--- src/rtl/io_delay_array.sv ---
`default_nettype none
// +--------------------------------------------------------------------------+
// | io_delay_array: N-channel programmable fabric delay with tap sweep       |
// | Rev 1.0 - initial parametrised release                                   |
// +--------------------------------------------------------------------------+
module io_delay_array #(
  parameter int CH_NUM    = 4,
  parameter int TAP_WIDTH = 5,
  parameter int SWEEP_DIV = 1024
) (
  input  logic                        clk,
  input  logic                        rst,
  input  logic [CH_NUM-1:0]           di,
  output logic [CH_NUM-1:0]           o_do,
  input  logic [CH_NUM-1:0]           ldcnt,
  input  logic [CH_NUM*TAP_WIDTH-1:0] dicnt,
  output logic [CH_NUM*TAP_WIDTH-1:0] docnt,
  input  logic                        sweep_en,
  output logic                        sweep_wrap,
  output logic                        rdy
);

  localparam int DEPTH = 2**TAP_WIDTH;
  localparam int DIV_W = $clog2(SWEEP_DIV);
  localparam logic [TAP_WIDTH-1:0] c_tap_max  = '1;
  localparam logic [DIV_W-1:0]     c_div_last = DIV_W'(SWEEP_DIV - 1);

  typedef enum logic [0:0] {INIT  = 1'b0, READY = 1'b1} init_state_t;
  typedef enum logic [0:0] {IDLE  = 1'b0, RUN   = 1'b1} sweep_state_t;

  logic [DEPTH-1:0]     sr_q  [CH_NUM];
  logic [DEPTH-1:0]     sr_d  [CH_NUM];
  logic [TAP_WIDTH-1:0] tap_q [CH_NUM];
  logic [TAP_WIDTH-1:0] tap_d [CH_NUM];
  logic [CH_NUM-1:0]    do_q, do_d;
  logic [CH_NUM-1:0]    ld_s1_q, ld_s2_q, ld_s3_q, ld_edge_q, ld_edge_d;
  logic                 sw_s1_q, sw_s1_d, sw_s2_q;
  init_state_t          init_q, init_d;
  logic [TAP_WIDTH-1:0] init_cnt_q, init_cnt_d;
  logic                 rdy_q, rdy_d;
  sweep_state_t         sweep_q, sweep_d;
  logic [DIV_W-1:0]     div_q, div_d;
  logic                 wrap_q, wrap_d;
  logic                 step;

  always_comb begin
    step      = (sweep_q == RUN) && (div_q == c_div_last);
    ld_edge_d = ld_s2_q & ~ld_s3_q;
    // Sweep enable is only sampled once the lines are flushed.
    sw_s1_d   = sweep_en & rdy_q;

    for (int k = 0; k < CH_NUM; k++) begin
      sr_d[k] = {sr_q[k][DEPTH-2:0], di[k]};
      do_d[k] = (init_q == READY) ? sr_q[k][tap_q[k]] : 1'b0;
      // A load edge overrides a coincident sweep step on the same channel.
      if (ld_edge_q[k])
        tap_d[k] = dicnt[k*TAP_WIDTH +: TAP_WIDTH];
      else if (step)
        tap_d[k] = tap_q[k] + TAP_WIDTH'(1);
      else
        tap_d[k] = tap_q[k];
    end
    wrap_d = step && (tap_q[0] == c_tap_max) && !ld_edge_q[0];

    init_d     = init_q;
    init_cnt_d = init_cnt_q;
    rdy_d      = rdy_q;
    if (init_q == INIT) begin
      init_cnt_d = init_cnt_q + TAP_WIDTH'(1);
      if (init_cnt_q == c_tap_max) begin
        init_d = READY;
        rdy_d  = 1'b1;
      end
    end

    sweep_d = sweep_q;
    div_d   = div_q;
    case (sweep_q)
      IDLE: begin
        div_d = '0;
        if (sw_s2_q && rdy_q) sweep_d = RUN;
      end
      RUN: begin
        if (!sw_s2_q) begin
          sweep_d = IDLE;
          div_d   = '0;
        end else begin
          div_d = (div_q == c_div_last) ? '0 : div_q + DIV_W'(1);
        end
      end
      default: begin
        sweep_d = IDLE;
        div_d   = '0;
      end
    endcase
  end

  always_ff @(posedge clk or negedge rst) begin
    if (!rst) begin
      for (int k = 0; k < CH_NUM; k++) begin
        sr_q[k]  <= '0;
        tap_q[k] <= '0;
      end
      do_q       <= '0;
      ld_s1_q    <= '0;
      ld_s2_q    <= '0;
      ld_s3_q    <= '0;
      ld_edge_q  <= '0;
      sw_s1_q    <= 1'b0;
      sw_s2_q    <= 1'b0;
      init_q     <= INIT;
      init_cnt_q <= '0;
      rdy_q      <= 1'b0;
      sweep_q    <= IDLE;
      div_q      <= '0;
      wrap_q     <= 1'b0;
    end else begin
      for (int k = 0; k < CH_NUM; k++) begin
        sr_q[k]  <= sr_d[k];
        tap_q[k] <= tap_d[k];
      end
      do_q       <= do_d;
      ld_s1_q    <= ldcnt;
      ld_s2_q    <= ld_s1_q;
      ld_s3_q    <= ld_s2_q;
      ld_edge_q  <= ld_edge_d;
      sw_s1_q    <= sw_s1_d;
      sw_s2_q    <= sw_s1_q;
      init_q     <= init_d;
      init_cnt_q <= init_cnt_d;
      rdy_q      <= rdy_d;
      sweep_q    <= sweep_d;
      div_q      <= div_d;
      wrap_q     <= wrap_d;
    end
  end

  generate
    for (genvar k = 0; k < CH_NUM; k++) begin : g_docnt
      assign docnt[k*TAP_WIDTH +: TAP_WIDTH] = tap_q[k];
    end
  endgenerate

  assign o_do       = do_q;
  assign sweep_wrap = wrap_q;
  assign rdy        = rdy_q;

endmodule
`default_nettype wire

--- config.mk ---
export PLATFORM = sky130hd
export DESIGN_NAME = io_delay_array
export DESIGN_NICKNAME = d
export VERILOG_FILES = /design/src/rtl/io_delay_array.sv
export SDC_FILE = /design/constraint.sdc
export NUM_CORES = 1
export LEC_CHECK = 0
export CAP_MARGIN = 40
export CORE_MARGIN = 5
export CORE_UTILIZATION = 57
export CTS_CLUSTER_SIZE = 16
export DETAILED_ROUTE_END_ITERATION = 10
export PLACE_DENSITY = 0.77
export SETUP_SLACK_MARGIN = 0.2
export SLEW_MARGIN = 40
export SYNTH_ARGS = -nofsm -noshare
export SYNTH_HDL_FRONTEND = slang
export SYNTH_SLANG_ARGS = --single-unit
--- constraint.sdc ---
create_clock -name clk -period 2.1 [get_ports clk]
set_input_delay 0.21 -clock clk [delete_from_list [all_inputs] [get_ports clk]]
set_output_delay 0.21 -clock clk [all_outputs]
set_load 0.005 [all_outputs]
# [After elaboration in Yosys (flattened, before gate mapping)]
# Index checks and enable logic that the tools add are counted.
[word_totals] ff_bits=189 output_inout_bits=26
[op_classes] add_sub_neg=6 magnitude_cmp=4 n_eq_ne=3 muxes=28 bitwise_logic=5 n_reduce_logical=10
[ops] cell="$mux 5" count=8
[ops] cell="$add 5x1->5 const B" count=5
[ops] cell="$lt 5x6->1 const B" count=4
[ops] cell="$bmux 1 s5" count=4
[ops] cell="$mux 10" count=2
[ops] cell="$pmux 10 s2" count=1
[ops] cell="$mux 1" count=12
[ops] cell="$add 10x1->10 const B" count=1
[ops] cell="$eq 10x10->1 const B" count=1
[ops] cell="$eq 5x5->1 const B" count=2
[ops] cell="$reduce_bool 2->1" count=4
[ops] cell="$and 4x4->4" count=1
[ops] cell="$logic_and 1x1->1" count=4
[ops] cell="$not 4->4" count=1
[ops] cell="$not 1->1" count=2
[ops] cell="$pmux 1 s2" count=1
[ops] cell="$reduce_and 2->1" count=1
[ops] cell="$and 1x1->1" count=1
[ops] cell="$logic_not 1->1" count=1

# [Logic depth before layout (Yosys ltp)]
# Gate-level depths: netlist (run 1).
[logic_depth] depth_word=4 ltp_mapped=6 ltp_nobuf=5

# [Worst setup path before layout (run 1)]
# OpenSTA, ideal clock, no wires.
[synth_path] path_kind="reg-to-reg" from="register div_q[0]" to="register tap_q, in the netlist docnt[0]" setup_time_ns=0.129 arrival_time_ns=1.556 required_ns=1.971 slack_ns=0.414 path_stages_with_launch=7 n_path_buf=1 path_cell_list="dfrtp_1 > ha_1 > nand4_1 > or4_1 > buf_6 > xor2_1 > o21ai_2"
[synth_via] elab_chain_len=3
[synth_lines] item="from (decl)" line_no="42" text="logic [DIV_W-1:0] div_q, div_d;"
[synth_lines] item="from (signal assigned)" line_no="133" text="div_q <= div_d;"
[synth_lines] item="$eq 10x10->1" line_no="47" text="step = (sweep_q == RUN) && (div_q == c_div_last);"
[synth_lines] item="$logic_and 1x1->1" line_no="47"
[synth_lines] item="$reduce_bool 2->1 (no source line)"
[synth_lines] item="to (signal, indexed assignment)" line_no="120" text="tap_q[k] <= tap_d[k];"
[synth_lines] item="to (decl)" line_no="33" text="logic [TAP_WIDTH-1:0] tap_q [CH_NUM];"
# Every way passes these cells.
# A chain may end at the register's enable or synchronous reset.

# [Worst setup path in the final report (run 1)]
[layout_path] from="register tap_q, in the netlist docnt[10]" to="output port docnt[10]"
[layout_lines] item="to (decl)" line_no="17" text="output logic [CH_NUM*TAP_WIDTH-1:0] docnt,"
# No word-level cell between the ends.

==> results.tsv, run 1 <==
metric	value	unit
drt first pass iters	6	
Net Sw Frac	0.2232	
Initial Util	0.5771	
initial antenna violation count	0	
Synth area leaders	dfrtp_1, mux4_2, mux2i_1	
Post-Syn Area	0.006903	mm²
routability cong.	0.8181	
clock share of power	0.376	
worst hold margin	0.2100	ns
DP Wirelength	8460	µm
Vias/cell	5.738	
critical path cell sequence	buf_4 -> clkdlybuf4s50_1	
Root Driver	clkbuf_16	
type of origin of the critical path	flip-flop	
crit path max fanout	5	
cts bufs inserted	17	
Setup Slack @ Placement	0.07822	ns
final setup TNS	0	ns
Crit-path slowest cell	clkdlybuf4s50_1	
worst hold-check path type	input pin to async pin	
Worst VDD drop	575.2	µV
antenna-violating nets left	0	
post-CTS setup buffers	0	
H-tree depth	4	
Pleak	3.478	nW
Distinct cells, synth	42	
FMAX	556.6	MHz
PnR worst setup slack	0.3035	ns
pwr dens	957.1	mW/mm²
Placed Area	0.007662	mm²
Int Power	0.006136	W
Tmin final	1.797	ns
1st-iter DRT viols	239	
clock transition at the registers of the reported paths	0.06	ns
Pins Over Slew Limit	0	
Mapped Avg Cell Area	15.01	µm²
Routed WL	12750	µm
largest net degree at the start of global routing	70	
CTS tree	built	
crit share post-route	0.8555	
CP Data Arrival Time	1.59	ns
endpoint class of the critical path	output pin	
CTS Sinks	189	
maxcap violations	0	
width of the chip	120.0	µm
skew final	0.007525	ns
share of cells above drive strength 1	0.1679	
chip height	120.0	µm
Clk Latency, worst-skew pair	0.42	ns
Vias	3919	
biggest area consumer among synthesized cells	dfrtp_1	
# setup viols final	0	
fillers	798	
max incr delay on CP	0.50	ns
core area	0.01196	mm²
CP Data Required Time	1.89	ns
Ports	57	
post-synthesis sequential area ratio	0.6852	
number of inserted diodes	0	
Syn Nets	499	
RSZ-0062 raised after global routing	false	
# rows	40	
die area	0.01441	mm²
total placed cells including tap cells	654	
first-pass GRT wire length	21830	µm
P&R area growth vs syn	19.56	%
global route overflow	0	
per-cell routed wire length	18.67	µm
Final #Nets	566	
PortBufs	56	
status	finished, final reports clean	
final instance area	0.008253	mm²
Gate power share	0.105	
CP Class	flip-flop to output pin	
buffer levels on the longest clock path	2	
post-synthesis cell count	460	
vias in the first global route	4237	
sequential share of power	0.519	
total global-route track usage	0.1962	
post-synth top area share	0.6852	
number of synthesized register bits	189	
Final Hold Violating Endpoints	0	
Slew HR	0.6582	
Layout Cells excl Fill	683	
Net Sw Power	0.001763	W
Yosys warnings	0	
DRC violations left	0	
Worst-Margin Slew	0.5127	ns
[worst max-delay path: cells and delay by family (launching register included)]
kind	cells	cell delay, ns
buf+inv	2	0.69
flops	1	0.48
[cells by family after synthesis]
group | synth area share
AO/OA/AOI/OAI | 0.04985
buffers and inverters | 0.02447
AND/OR/NAND/NOR | 0.07450
adder cells (fa/ha/maj) | 0.01450
flip-flops | 0.6852
multiplexers | 0.1185
XOR/XNOR | 0.03299
[Yosys cell counts]
master,n
a21o_1,1
a21oi_1,7
a221oi_1,2
a311oi_1,2
a31oi_1,11
and2_1,1
and3_1,2
and4_1,1
buf_1,3
buf_2,4
buf_4,2
buf_6,4
clkbuf_1,12
clkbuf_2,2
dfrtp_1,189
ha_1,8
inv_1,6
mux2_2,8
mux2i_1,18
mux4_1,2
mux4_2,22
nand2_1,33
nand2b_1,4
nand3_1,5
nand4_1,11
nor2_1,13
nor2b_1,9
nor3_1,5
nor3b_2,1
nor4_1,11
o211ai_1,4
o21a_1,1
o21ai_0,15
o21ai_2,4
o221ai_1,2
o22ai_1,2
o311a_1,2
or2_2,2
or3_1,2
or4_1,1
xnor2_1,18
xor2_1,8
[layout make-up]
type | instances | area, µm² | share of cell area
Sequential cell | 189 | 4737 | 0.5740
Multi-Input combinational cell | 238 | 2031 | 0.2461
Timing Repair Buffer | 75 | 735.7 | 0.08914
Clock buffer | 27 | 513.0 | 0.06216
Tap cell | 147 | 183.9 | 0.02229
Clock inverter | 1 | 30.03 | 0.003639
Inverter | 6 | 22.52 | 0.002729
[state kept, by name, summed over array words and instances (netlist names)]
register    cells
sr_q            4
ld_s3_q         4
div_q          10
sweep_wrap      1
ld_edge_q       4
docnt          20
sweep_q         1
o_do            4
ld_s2_q         4
init_cnt_q      5
init_q          1
sw_s2_q         1
rdy             1
sw_s1_q         1
ld_s1_q         4
sr_d          124
[cell usage in the layout (no fill, tap or decap), types with 6 or more instances in the layout]
cell               n
dfrtp_1          183
a21oi_1            7
buf_4             15
nand2_1           33
ha_1               7
clkdlybuf4s50_1   55
nor2_1            13
nor2b_1            9
mux2i_1           18
dfrtp_2            6
nand4_1           11
a31oi_1           11
o21ai_0           15
nor4_1             9
xor2_1             7
mux4_2            22
xnor2_1           18
mux2_2             8
inv_1              6
clkbuf_16         17
[per-stage QoR]
step	utilization	power, W
finish	0.6900	0.007899
CTS	0.6879	0.007982
floorplan	-	0.004556
detailed placement	0.6406	0.004985
global placement	0.6406	0.004946
global route	0.6900	0.008250
[power by group through the flow]
stage | combinational, W | sequential (W) | clock, W
final | 0.000828 | 0.00410 | 0.00297
after floorplan | 0.000521 | 0.00403 | 0
after global routing | 0.000909 | 0.00414 | 0.00321
after global placement | 0.000804 | 0.00414 | 0
after CTS | 0.000841 | 0.00410 | 0.00304
after detailed placement | 0.000828 | 0.00416 | 0
[routing by layer]
metal / track usage / part of all wire
met3: 0.06409 / 0.056
met4: 0.06800 / 0.010
met1: 0.2684 / 0.44
met5: 0 / 0
met2: 0.2993 / 0.49
[worst paths after layout]
check / start / to / slack (ns) / cells past startpoint
setup / recovery: docnt[10]$_DFFE_PN0P_ / docnt[10] / 0.30 / 2
hold / removal: rst / sr_d[63]$_DFF_PN0_ / 0.21 / 2
setup reg to reg: div_q[0]$_DFF_PN0_ / docnt[5]$_DFFE_PN0P_ / 0.31 / 5
hold reg to reg: ld_s1_q[2]$_DFF_PN0_ / ld_s2_q[2]$_DFF_PN0_ / 0.35 / 0
max in group asynchronous: rst / docnt[6]$_DFFE_PN0P_ / 1.09 / 3
min in group clk: ldcnt[1] / ld_s1_q[1]$_DFF_PN0_ / 0.23 / 1
[timing repair]
action,in CTS,in global routing
hold endpoints to repair,146,0
cloned,0,0
setup endpoints to repair,10,16
hold buffers,1,0
resized for setup,6,6
Note: power is estimated with default switching activity, not from simulation.
==> run 2: changes to the inputs <==
CTS_CLUSTER_DIAMETER = 200   (was unset)
==> results of run 2 <==
Same layout as run 1: the final DEF is identical, and so are final timing and power.
